**src/rtl/manual_state_ctrl.sv**
```systemverilog
// Car state register block: power-button sequencing, idle auto-off,
// turn-indicator blinking and a seconds-of-motion odometer.
module manual_state_ctrl #(
   parameter int unsigned SEC_CYCLES  = 100_000_000,
   parameter int unsigned HOLD_CYCLES = 100_000_000,
   parameter int unsigned IDLE_CYCLES = 1_000_000_000,
   parameter int unsigned BLINK_HALF  = 50_000_000
) (
   input  logic        clk,
   input  logic        rst,
   input  logic        power_btn,
   input  logic        next_power,
   input  logic [1:0]  next_state,
   input  logic [3:0]  next_moving_state,
   input  logic        turn_left_req,
   input  logic        turn_right_req,
   output logic        power,
   output logic [1:0]  state,
   output logic [3:0]  moving_state,
   output logic        turn_left_led,
   output logic        turn_right_led,
   output logic [13:0] mileage
);

   typedef enum logic [1:0] {
      ST_NSTART = 2'b00,
      ST_START  = 2'b01,
      ST_MOVING = 2'b10
   } car_state_e;

   localparam int unsigned HOLD_W  = $clog2(HOLD_CYCLES + 1);
   localparam int unsigned IDLE_W  = $clog2(IDLE_CYCLES + 1);
   localparam int unsigned BLINK_W = $clog2(BLINK_HALF + 1);
   localparam int unsigned SEC_W   = $clog2(SEC_CYCLES + 1);
   localparam int unsigned MILE_W  = 14;
   localparam logic [MILE_W-1:0] MILEAGE_MAX = MILE_W'(9999);

   logic                power_q, power_d;
   car_state_e          state_q, state_d;
   logic [3:0]          mov_q, mov_d;
   logic                btn_prev_q;
   logic [HOLD_W-1:0]   hold_q, hold_d;
   logic [IDLE_W-1:0]   idle_q, idle_d;
   logic [BLINK_W-1:0]  blink_cnt_q, blink_cnt_d;
   logic                blink_q, blink_d;
   logic                led_l_q, led_l_d;
   logic                led_r_q, led_r_d;
   logic [SEC_W-1:0]    sec_q, sec_d;
   logic [MILE_W-1:0]   mileage_q, mileage_d;

   logic btn_edge_c, off_c, power_on_c, moving_c;

   // Next-state logic for power/state, timers, LEDs and odometer
   always_comb begin
      power_d     = power_q;
      state_d     = state_q;
      mov_d       = mov_q;
      hold_d      = '0;
      idle_d      = '0;
      blink_cnt_d = '0;
      blink_d     = 1'b0;
      led_l_d     = 1'b0;
      led_r_d     = 1'b0;
      sec_d       = sec_q;
      mileage_d   = mileage_q;

      btn_edge_c = power_btn & ~btn_prev_q;
      off_c      = power_q & (btn_edge_c | ~next_power |
                              (idle_q >= IDLE_W'(IDLE_CYCLES)));
      power_on_c = ~power_q & (hold_q >= HOLD_W'(HOLD_CYCLES));
      moving_c   = power_q & (state_q == ST_MOVING) & (mov_q != 4'b0000);

      if (!power_q) begin
         state_d = ST_NSTART;
         mov_d   = 4'b0000;
         if (power_on_c) begin
            power_d = 1'b1;
         end else if (power_btn) begin
            hold_d = hold_q + HOLD_W'(1);
         end
      end else if (off_c) begin
         // All off causes collapse into one identical shutdown
         power_d = 1'b0;
         state_d = ST_NSTART;
         mov_d   = 4'b0000;
      end else begin
         power_d = 1'b1;
         state_d = (next_state == 2'b11) ? ST_NSTART : car_state_e'(next_state);
         mov_d   = next_moving_state;
         idle_d  = (state_q == ST_NSTART) ? idle_q + IDLE_W'(1) : '0;
         if (blink_cnt_q == BLINK_W'(BLINK_HALF - 1)) begin
            blink_cnt_d = '0;
            blink_d     = ~blink_q;
         end else begin
            blink_cnt_d = blink_cnt_q + BLINK_W'(1);
            blink_d     = blink_q;
         end
         led_l_d = turn_left_req  & blink_q;
         led_r_d = turn_right_req & blink_q;
      end

      // Odometer keeps its fraction across stops and power-off
      if (moving_c) begin
         if (sec_q == SEC_W'(SEC_CYCLES - 1)) begin
            sec_d     = '0;
            mileage_d = (mileage_q == MILEAGE_MAX) ? '0 : mileage_q + MILE_W'(1);
         end else begin
            sec_d = sec_q + SEC_W'(1);
         end
      end
   end

   always_ff @(posedge clk) begin
      if (rst) begin
         power_q     <= 1'b0;
         state_q     <= ST_NSTART;
         mov_q       <= 4'b0000;
         btn_prev_q  <= 1'b0;
         hold_q      <= '0;
         idle_q      <= '0;
         blink_cnt_q <= '0;
         blink_q     <= 1'b0;
         led_l_q     <= 1'b0;
         led_r_q     <= 1'b0;
         sec_q       <= '0;
         mileage_q   <= '0;
      end else begin
         power_q     <= power_d;
         state_q     <= state_d;
         mov_q       <= mov_d;
         btn_prev_q  <= power_btn;
         hold_q      <= hold_d;
         idle_q      <= idle_d;
         blink_cnt_q <= blink_cnt_d;
         blink_q     <= blink_d;
         led_l_q     <= led_l_d;
         led_r_q     <= led_r_d;
         sec_q       <= sec_d;
         mileage_q   <= mileage_d;
      end
   end

   assign power          = power_q;
   assign state          = state_q;
   assign moving_state   = mov_q;
   assign turn_left_led  = led_l_q;
   assign turn_right_led = led_r_q;
   assign mileage        = mileage_q;

endmodule

```
**config.mk**
```make
export PLATFORM = sky130hd
export DESIGN_NAME = manual_state_ctrl
export DESIGN_NICKNAME = d
export VERILOG_FILES = /design/src/rtl/manual_state_ctrl.sv
export SDC_FILE = /design/constraint.sdc
export NUM_CORES = 1
export LEC_CHECK = 0
export ABC_CLOCK_PERIOD_IN_PS = 2600
export CORE_MARGIN = 2
export CORE_UTILIZATION = 40
export DETAILED_ROUTE_END_ITERATION = 6
export HOLD_SLACK_MARGIN = 0.05
export PLACE_DENSITY_LB_ADDON = 0.15
export RECOVER_POWER = 25
export REMOVE_ABC_BUFFERS = 1
export SYNTH_ARGS = -nofsm -noshare
export SYNTH_HDL_FRONTEND = slang
export SYNTH_SLANG_ARGS = --single-unit
export TNS_END_PERCENT = 20
```
**constraint.sdc**
```tcl
create_clock -name clk -period 2.6 [get_ports clk]
set_input_delay 0.65 -clock clk [delete_from_list [all_inputs] [get_ports clk]]
set_output_delay 0.65 -clock clk [all_outputs]
set_load 0.05 [all_outputs]
```
# Word level (Yosys, flattened, before mapping)
# Cells that the tools add are included.
dict set report word_totals {
  output_inout_bits 23
  regBits 135
}
dict set report op_classes {
  bitwise_logic 15
  n_mux 5
  eq_ne 5
  n_lt_le_gt_ge 2
  n_addsub 5
  n_reduce_logical 8
}
# op n
set ops {}
lappend ops {{$add A27 B1 Y27 const B} 2}
lappend ops {{$add A30 B1 Y30 const B} 1}
lappend ops {{$ge A30 B30 Y1 const B} 1}
lappend ops {{$eq A27 B27 Y1 const B} 1}
lappend ops {{$ge A27 B27 Y1 const B} 1}
lappend ops {{$mux W27} 1}
lappend ops {{$add A26 B1 Y26 const B} 1}
lappend ops {{$eq A26 B26 Y1 const B} 1}
lappend ops {{$reduce_or A4 Y1} 4}
lappend ops {{$add A14 B1 Y14 const B} 1}
lappend ops {{$eq A14 B14 Y1 const B} 1}
lappend ops {{$mux W14} 1}
lappend ops {{$and A1 B1 Y1} 7}
lappend ops {{$not A1 Y1} 6}
lappend ops {{$eq A2 B2 Y1 const B} 2}
lappend ops {{$reduce_bool A4 Y1} 1}
lappend ops {{$mux W1} 3}
lappend ops {{$reduce_or A3 Y1} 1}
lappend ops {{$logic_not A2 Y1} 1}
lappend ops {{$or A1 B1 Y1} 2}
lappend ops {{$reduce_and A2 Y1} 1}

# Depth between registers and ports, before layout
# Gate-level depths: netlist of the first run.
dict set report logic_depth {
  depth_word 7
  depth_mapped 8
  ltp_nobuf 6
}

# Worst setup path before layout of the first run
# OpenSTA, ideal clock, no wires.
dict set report synth_timing {
  kind {register -> register}
  start {register power_q, in the netlist power}
  end {register mileage_q[6], in the netlist mileage[6]}
  arrival_time_ns 2.306
  required_ns 2.529
  setup_slack_ns 0.223
  period_less_slack_ns 2.377
  n_path_buf 1
  path_stages_with_launch 7
  cell_sequence {dfxtp_1 -> and3b_1 -> nand3_1 -> or4_4 -> buf_6 -> or4_1 -> a21oi_1}
}
dict set report synth_between {
  elab_chain_len 3
}
# item line_no
set synth_lines {}
lappend synth_lines {{start, declared} 38} ;# logic power_q, power_d;
lappend synth_lines {{start signal, assigned} 128} ;# power_q <= power_d;
lappend synth_lines {{$and A1 B1 Y1 (2 in a row)} 71} ;# moving_c = power_q & (state_q == ST_MOVING) & (mov_q != 4'b0000);
lappend synth_lines {{$reduce_and A2 Y1 (no line)} --}
lappend synth_lines {{end signal, assigned} 139} ;# mileage_q <= mileage_d;
lappend synth_lines {{end, declared} 49} ;# logic [MILE_W-1:0] mileage_q, mileage_d;
# No other way between the ends.
# A chain may end at the register's enable or synchronous reset.

# Worst setup path in the final report of the first run
dict set report layout_timing {
  start {register mileage_q[7], in the netlist mileage[7]}
  end {output port mileage[7]}
}
# item line_no
set layout_lines {}
lappend layout_lines {{end, declared} 22} ;# output logic [13:0] mileage
# No word-level cell between the ends.

==> summary.txt, run 1 <==
Layout
  – Fin util: 49.05%
  – Nets@finish: 757
  – Syn-to-layout area delta: 18.98%
  – Final Cell Area: 7183 sq um
  – ANT cells: 0
  – Most common cell after layout, fill and taps aside: dfxtp_1
  – Share of layout cells above drive strength 1: 6.525%
  – Fill cells: 1370
  – Most frequent cells in the layout: 135 x dfxtp_1, 133 x nor2_1, 56 x xnor2_1

Worst setup path
  – Worst setup EP type: primary output
  – Reg-to-reg critical path endpoint: idle_q[20]
  – CP bufs+invs: 1
  – CP Max Fanout: 8
  – Slowest-stage cell, CP: clkdlybuf4s50_1
  – WP data arrival: 1760 ps
  – Critical path depth: 1
  – R2R cell count: 7
  – Required @ worst endpoint: 1950 ps
  – Delay-heaviest family, CP: buffers and inverters
  – CP cell instances: clkdlybuf4s50_1
  – Worst setup path end: mileage[7]
  – R2R Setup Slk: 230 ps
  – R2R Path Start: idle_q[21]
  – Worst path max stage delay: 860 ps
  – Critical path class: reg2out
  – Worst setup SP type: register
  – Critical Path Start: mileage[7]

Route
  – Drt drc: 0
  – Iteration-0 DRC Markers: 311
  – Drt first pass iters: 5
  – Final wirelength: 12670 um
  – Final ANT Viol Nets: 0
  – Via density: 5.231
  – Via count: 4891
  – Drt wl/cell: 13.55 um

Timing
  – Clock Skew: 8.166 ps
  – Setup WS post-layout: 191.7 ps
  – Endpoints failing hold: 0
  – Tcrit/Tclk final: 92.63%
  – Fin Setup TNS: 0 ps
  – RSZ-0062 raised after global routing: no
  – Slew @ Worst Pin: 1278 ps
  – Max_slew headroom: 14.56%
  – Tmin final: 2408 ps
  – Slew Limit Fails: 0
  – Final setup viols: 0
  – Max Freq: 415.2 MHz

Synthesis
  – Area contributors post-synth: dfxtp_1 45%, nor2_1 8.3%, xnor2_1 8.1%
  – Mapped Cells: 697
  – Synth Flop Type: dfxtp_1
  – Cell Area, Synth: 6037 sq um
  – Area leader, netlist: dfxtp_1
  – Unique masters post-synth: 46
  – Fraction of registers with async set/reset: 0%
  – Synthesis Warnings: 0
  – Number of synthesized flops with an enable pin: 0
  – Avg Cell Area, Syn: 8.661 sq um
  – Seq cells post-synth: 135
  – Register area share after synthesis: 44.77%
  – Top-area cell type share of the netlist area: 44.77%

CTS
  – Hold_buf cts: 0
  – TritonCTS clock tree: built
  – Worst-Skew Late Latency: 430 ps
  – Post-CTS Resized: 0
  – Worst-path clk slew: 60 ps
  – Clock Path Buffers: 2
  – CTS sink cnt: 135
  – Post-CTS setup buffer count: 0
  – CTS Buf Count: 17
  – Root Driver: clkbuf_16
  – H-tree Lvls: 4

Power and ir drop
  – PwrDens: 638.1 nW/um^2
  – Design Power: 4.583 mW
  – Leak pwr: 2.288 nW
  – VDD IR-drop max: 0.0004648 V

Floorplanning
  – Die area: 16090 sq um
  – Cell Rows: 44
  – DIE HEIGHT: 126.9 um
  – I/O pin count: 35
  – Floorplan core area: 14640 sq um
  – Initial Util: 41.23%
  – Die width: 126.9 um

Min path
  – Min-Delay Path Class: reg2reg
  – Hold Path Origin: hold_q[0]

Status
  – Status: complete, no violations

Placed design
  – Dpl hpwl: 8721 um
  – Final RePlAce weighted congestion: 0.7755
  – Dpl ws: 277.2 ps
  – Post-DP Area: 6584 sq um
  – # port buffers: 34

Global route
  – Vias in the first global route: 4632
  – First-pass GRT wire length: 21810 um
  – Initial antenna violation count: 0
  – Grt total ovfl: 0
  – GRT Overall Usage: 16.77%
  – Pin count of the biggest net entering global routing: 30

Run
  – Max Cap Viol: 0
## through the flow
| stage | instances | hold slack, ps |
|---|---|---|
| after floorplan | 676 | 425.5 |
| after global placement | 903 | 436.7 |
| after detailed placement | 903 | 448.4 |
| after CTS | 935 | 463.3 |
| after global routing | 935 | 490.4 |
| final | 935 | 456.6 |
## worst min-delay path by stage
stage	to	slack, ps	cells after the start
floorplan	hold_q[0]	430	1
global placement	hold_q[0]	440	1
detailed placement	hold_q[0]	450	1
CTS	hold_q[0]	460	1
global route	idle_q[29]	490	2
finish	hold_q[0]	460	1
## power breakdown
| group | leakage (nW) | internal, mW | total, mW | switching, mW |
|---|---|---|---|---|
| registers | 1.09 | 2.07 | 2.07 | 0.00141 |
| logic | 0.920 | 0.0213 | 0.0504 | 0.0290 |
| clock network | 0.281 | 1.52 | 2.46 | 0.942 |
## registers in the layout (all words and copies together), names as in the netlist
signal,flops
turn_right_led,1
blink_q,1
hold_q,27
idle_q,30
power,1
turn_left_led,1
state,2
mileage,14
btn_prev_q,1
sec_q,27
moving_state,4
blink_cnt_q,26
## area by class of cell
cell class | instances | area, sq um | area share, %
clock buffer | 19 | 432.9 | 6.027
clock inverter | 13 | 172.7 | 2.404
inverter | 19 | 71.32 | 0.9929
multi-input combinational | 522 | 3172 | 44.16
sequential | 135 | 2703 | 37.62
tap | 184 | 230.2 | 3.205
timing repair buffer | 43 | 401.6 | 5.591
## cell families after synthesis
family,share of synthesized area (%)
compound gates,3.855
fa+ha+maj,1.451
buf+inv,2.798
xor+xnor,15.09
simple gates,31.88
mux,0.1658
flops,44.77
## Yosys cell counts (2+ instances only)
master     instances
or2_2              2
o31ai_1            6
nor4b_1            2
nand2_1           42
xnor2_1           56
nand3_2            2
xor2_1            48
ha_1               7
or4b_2             3
a21oi_1           14
o21ai_0            7
clkbuf_1          15
and3b_1            3
and3_1            25
nor3_1            19
or4_1             12
nand3b_1           2
nor2b_1            4
nor2_1           133
nor4_1            18
buf_4              2
inv_1             19
o2111ai_1          2
and4_1            13
and2_1             8
nand4_1           31
a31oi_1            3
or3_1              4
buf_2              3
nand3_1           40
nand4b_1           3
dfxtp_1          135
## metal layers
layer  global-route usage [%]  share of wire [%]  vias up
met1                    21.46                 48     2293
met2                    26.47                 47       78
met5                        0                  0        -
met4                    6.464                1.6        0
li1                         -                  -     2504
met3                    5.314                3.9       16
Note: power is estimated with default switching activity, not from simulation.
==> run 2: changes to the inputs <==
Settings changed: GPL_TIMING_DRIVEN set to 0, SKIP_LAST_GASP set to 1.
==> run 2 against run 1 <==
Net effect: sequential power about the same; sequential cell count unchanged; clock skew decreased by 1.3 ps; setup slack got worse by 63 ps; power decreased by 5.9%; register-to-register slack got worse by 100 ps; clock power decreased by 11%; final area decreased by 1.8%.
==> summary.txt, run 2 (same netlist as run 1, synthesis figures left out) <==
Status
  – Status: complete, no violations

Floorplanning
  – Floorplan core area: 14640 sq um
  – Initial Util: 41.23%
  – I/O pin count: 35
  – Cell Rows: 44
  – Die area: 16090 sq um
  – DIE HEIGHT: 126.9 um
  – Die width: 126.9 um

Worst setup path
  – CP Max Fanout: 29
  – Worst setup SP type: register
  – Critical path class: reg2reg
  – CP bufs+invs: 0
  – R2R cell count: 5
  – WP data arrival: 2750 ps
  – Delay-heaviest family, CP: simple AND/OR/NAND/NOR gates
  – CP cell instances: or4b_2 -> a2111oi_0 -> o21ai_1 -> nand2_2 -> nor2_1
  – Reg-to-reg critical path endpoint: idle_q[19]
  – R2R Path Start: idle_q[21]
  – Worst path max stage delay: 680 ps
  – Required @ worst endpoint: 2880 ps
  – Critical Path Start: idle_q[21]
  – R2R Setup Slk: 130 ps
  – Worst setup EP type: register
  – Slowest-stage cell, CP: or4b_2

Timing
  – Max Freq: 404.6 MHz
  – Slew Limit Fails: 0
  – Final setup viols: 0
  – Tmin final: 2472 ps
  – Clock Skew: 6.871 ps
  – Slew @ Worst Pin: 877.3 ps
  – Tcrit/Tclk final: 95.07%
  – Fin Setup TNS: 0 ps
  – RSZ-0062 raised after global routing: yes
  – Endpoints failing hold: 0
  – Max_slew headroom: 41.51%

Route
  – Final wirelength: 12420 um
  – Final ANT Viol Nets: 0
  – Via density: 5.306
  – Drt wl/cell: 13.46 um
  – Iteration-0 DRC Markers: 256
  – Drt drc: 0
  – Drt first pass iters: 5
  – Via count: 4897

CTS
  – Worst-Skew Late Latency: 420 ps
  – Worst-path clk slew: 50 ps
  – Root Driver: clkbuf_16
  – TritonCTS clock tree: built
  – Hold_buf cts: 0
  – H-tree Lvls: 4
  – CTS Buf Count: 17
  – Post-CTS setup buffer count: 0
  – CTS sink cnt: 135
  – Clock Path Buffers: 2

Power and ir drop
  – Design Power: 4.315 mW
  – VDD IR-drop max: 0.0004638 V
  – PwrDens: 611.4 nW/um^2
  – Leak pwr: 2.239 nW

Min path
  – Hold Path Depth: 1
  – Min-Delay Path Class: reg2reg
  – Hold Path Origin: hold_q[0]
  – Hold endpoint: hold_q[0]

Layout
  – Non-filler instance count after layout: 923
  – Largest Register: idle_q
  – Most common cell after layout, fill and taps aside: dfxtp_1
  – Top Registers: idle_q: 30 flops, hold_q: 27 flops, sec_q: 27 flops
  – Share of layout cells above drive strength 1: 4.871%
  – Most frequent cells in the layout: 135 x dfxtp_1, 133 x nor2_1, 56 x xnor2_1
  – ANT cells: 0
  – Syn-to-layout area delta: 16.89%
  – Fin util: 48.19%
  – Final Cell Area: 7057 sq um
  – Nets@finish: 749
  – Max FFs per register: 30

Global route
  – Vias in the first global route: 4793
  – Pin count of the biggest net entering global routing: 30
  – Grt total ovfl: 0
  – First-pass GRT wire length: 21500 um
  – Initial antenna violation count: 0
  – GRT Overall Usage: 16.34%

Placed design
  – Placed insts: 895
  – Final RePlAce weighted congestion: 0.7994
  – # port buffers: 34
  – Post-DP Area: 6524 sq um
  – Dpl hpwl: 8536 um

Run
  – Max Cap Viol: 0
## run 2: cell types whose count changed in the layout (fill, tap and decap cells not counted), moves of 2 or more
cell	previous run	this run
buf_4	7	1
clkbuf_8	0	3
clkinv_4	3	0
clkinvlp_4	4	1
inv_6	3	0
bufinv_16	3	1
clkdlybuf4s50_1	33	31
clkinv_2	0	2
dlygate4sd3_1	1	3
## run 2: layer usage
layer | vias to the layer above | track usage, % | wire length [um]
met3 | 12 | 5.188 | 424
met2 | 75 | 27.86 | 6004
met4 | 0 | 6.399 | 169
met1 | 2322 | 19.14 | 5826
met5 | - | 0 | 0
li1 | 2488 | - | -
## run 2: area by class of cell
type	count	area [sq um]
fillers	1350	7587
multi-input cells	522	3176
flip-flops and latches	135	2703
clock buffers	24	481.7
repair buffers	35	347.8
well taps	184	230.2
inverters	19	71.32
clock inverters	4	47.55
## run 2: how the worst max path moves through the flow
stage / end / depth (start not counted)
final: idle_q[19] / 5
after global routing: idle_q[22] / 5
after CTS: hold_q[9] / 4
after detailed placement: idle_q[21] / 6
after global placement: sec_q[21] / 5
after floorplan: sec_q[19] / 5
## run 2: repair_timing
item / CTS / global route
gates resized for setup: 1 / 1
setup endpoints to repair: 29 / 79
pin swaps: 0 / 0
## run 2: per-stage QoR
stage | hold WS (ps) | setup WS, ps
after floorplan | 425.5 | 71.00
after global placement | 435.7 | -494.8
after detailed placement | 452.2 | -473.4
after CTS | 465.7 | 34.84
after global routing | 487.2 | -125.1
final | 457.7 | 128.3
## run 2: report_power, final
part           total [mW]  internal [mW]  switching [mW]
clock                2.19           1.36           0.828
sequential           2.07           2.07         0.00149
combinational      0.0484         0.0195          0.0289
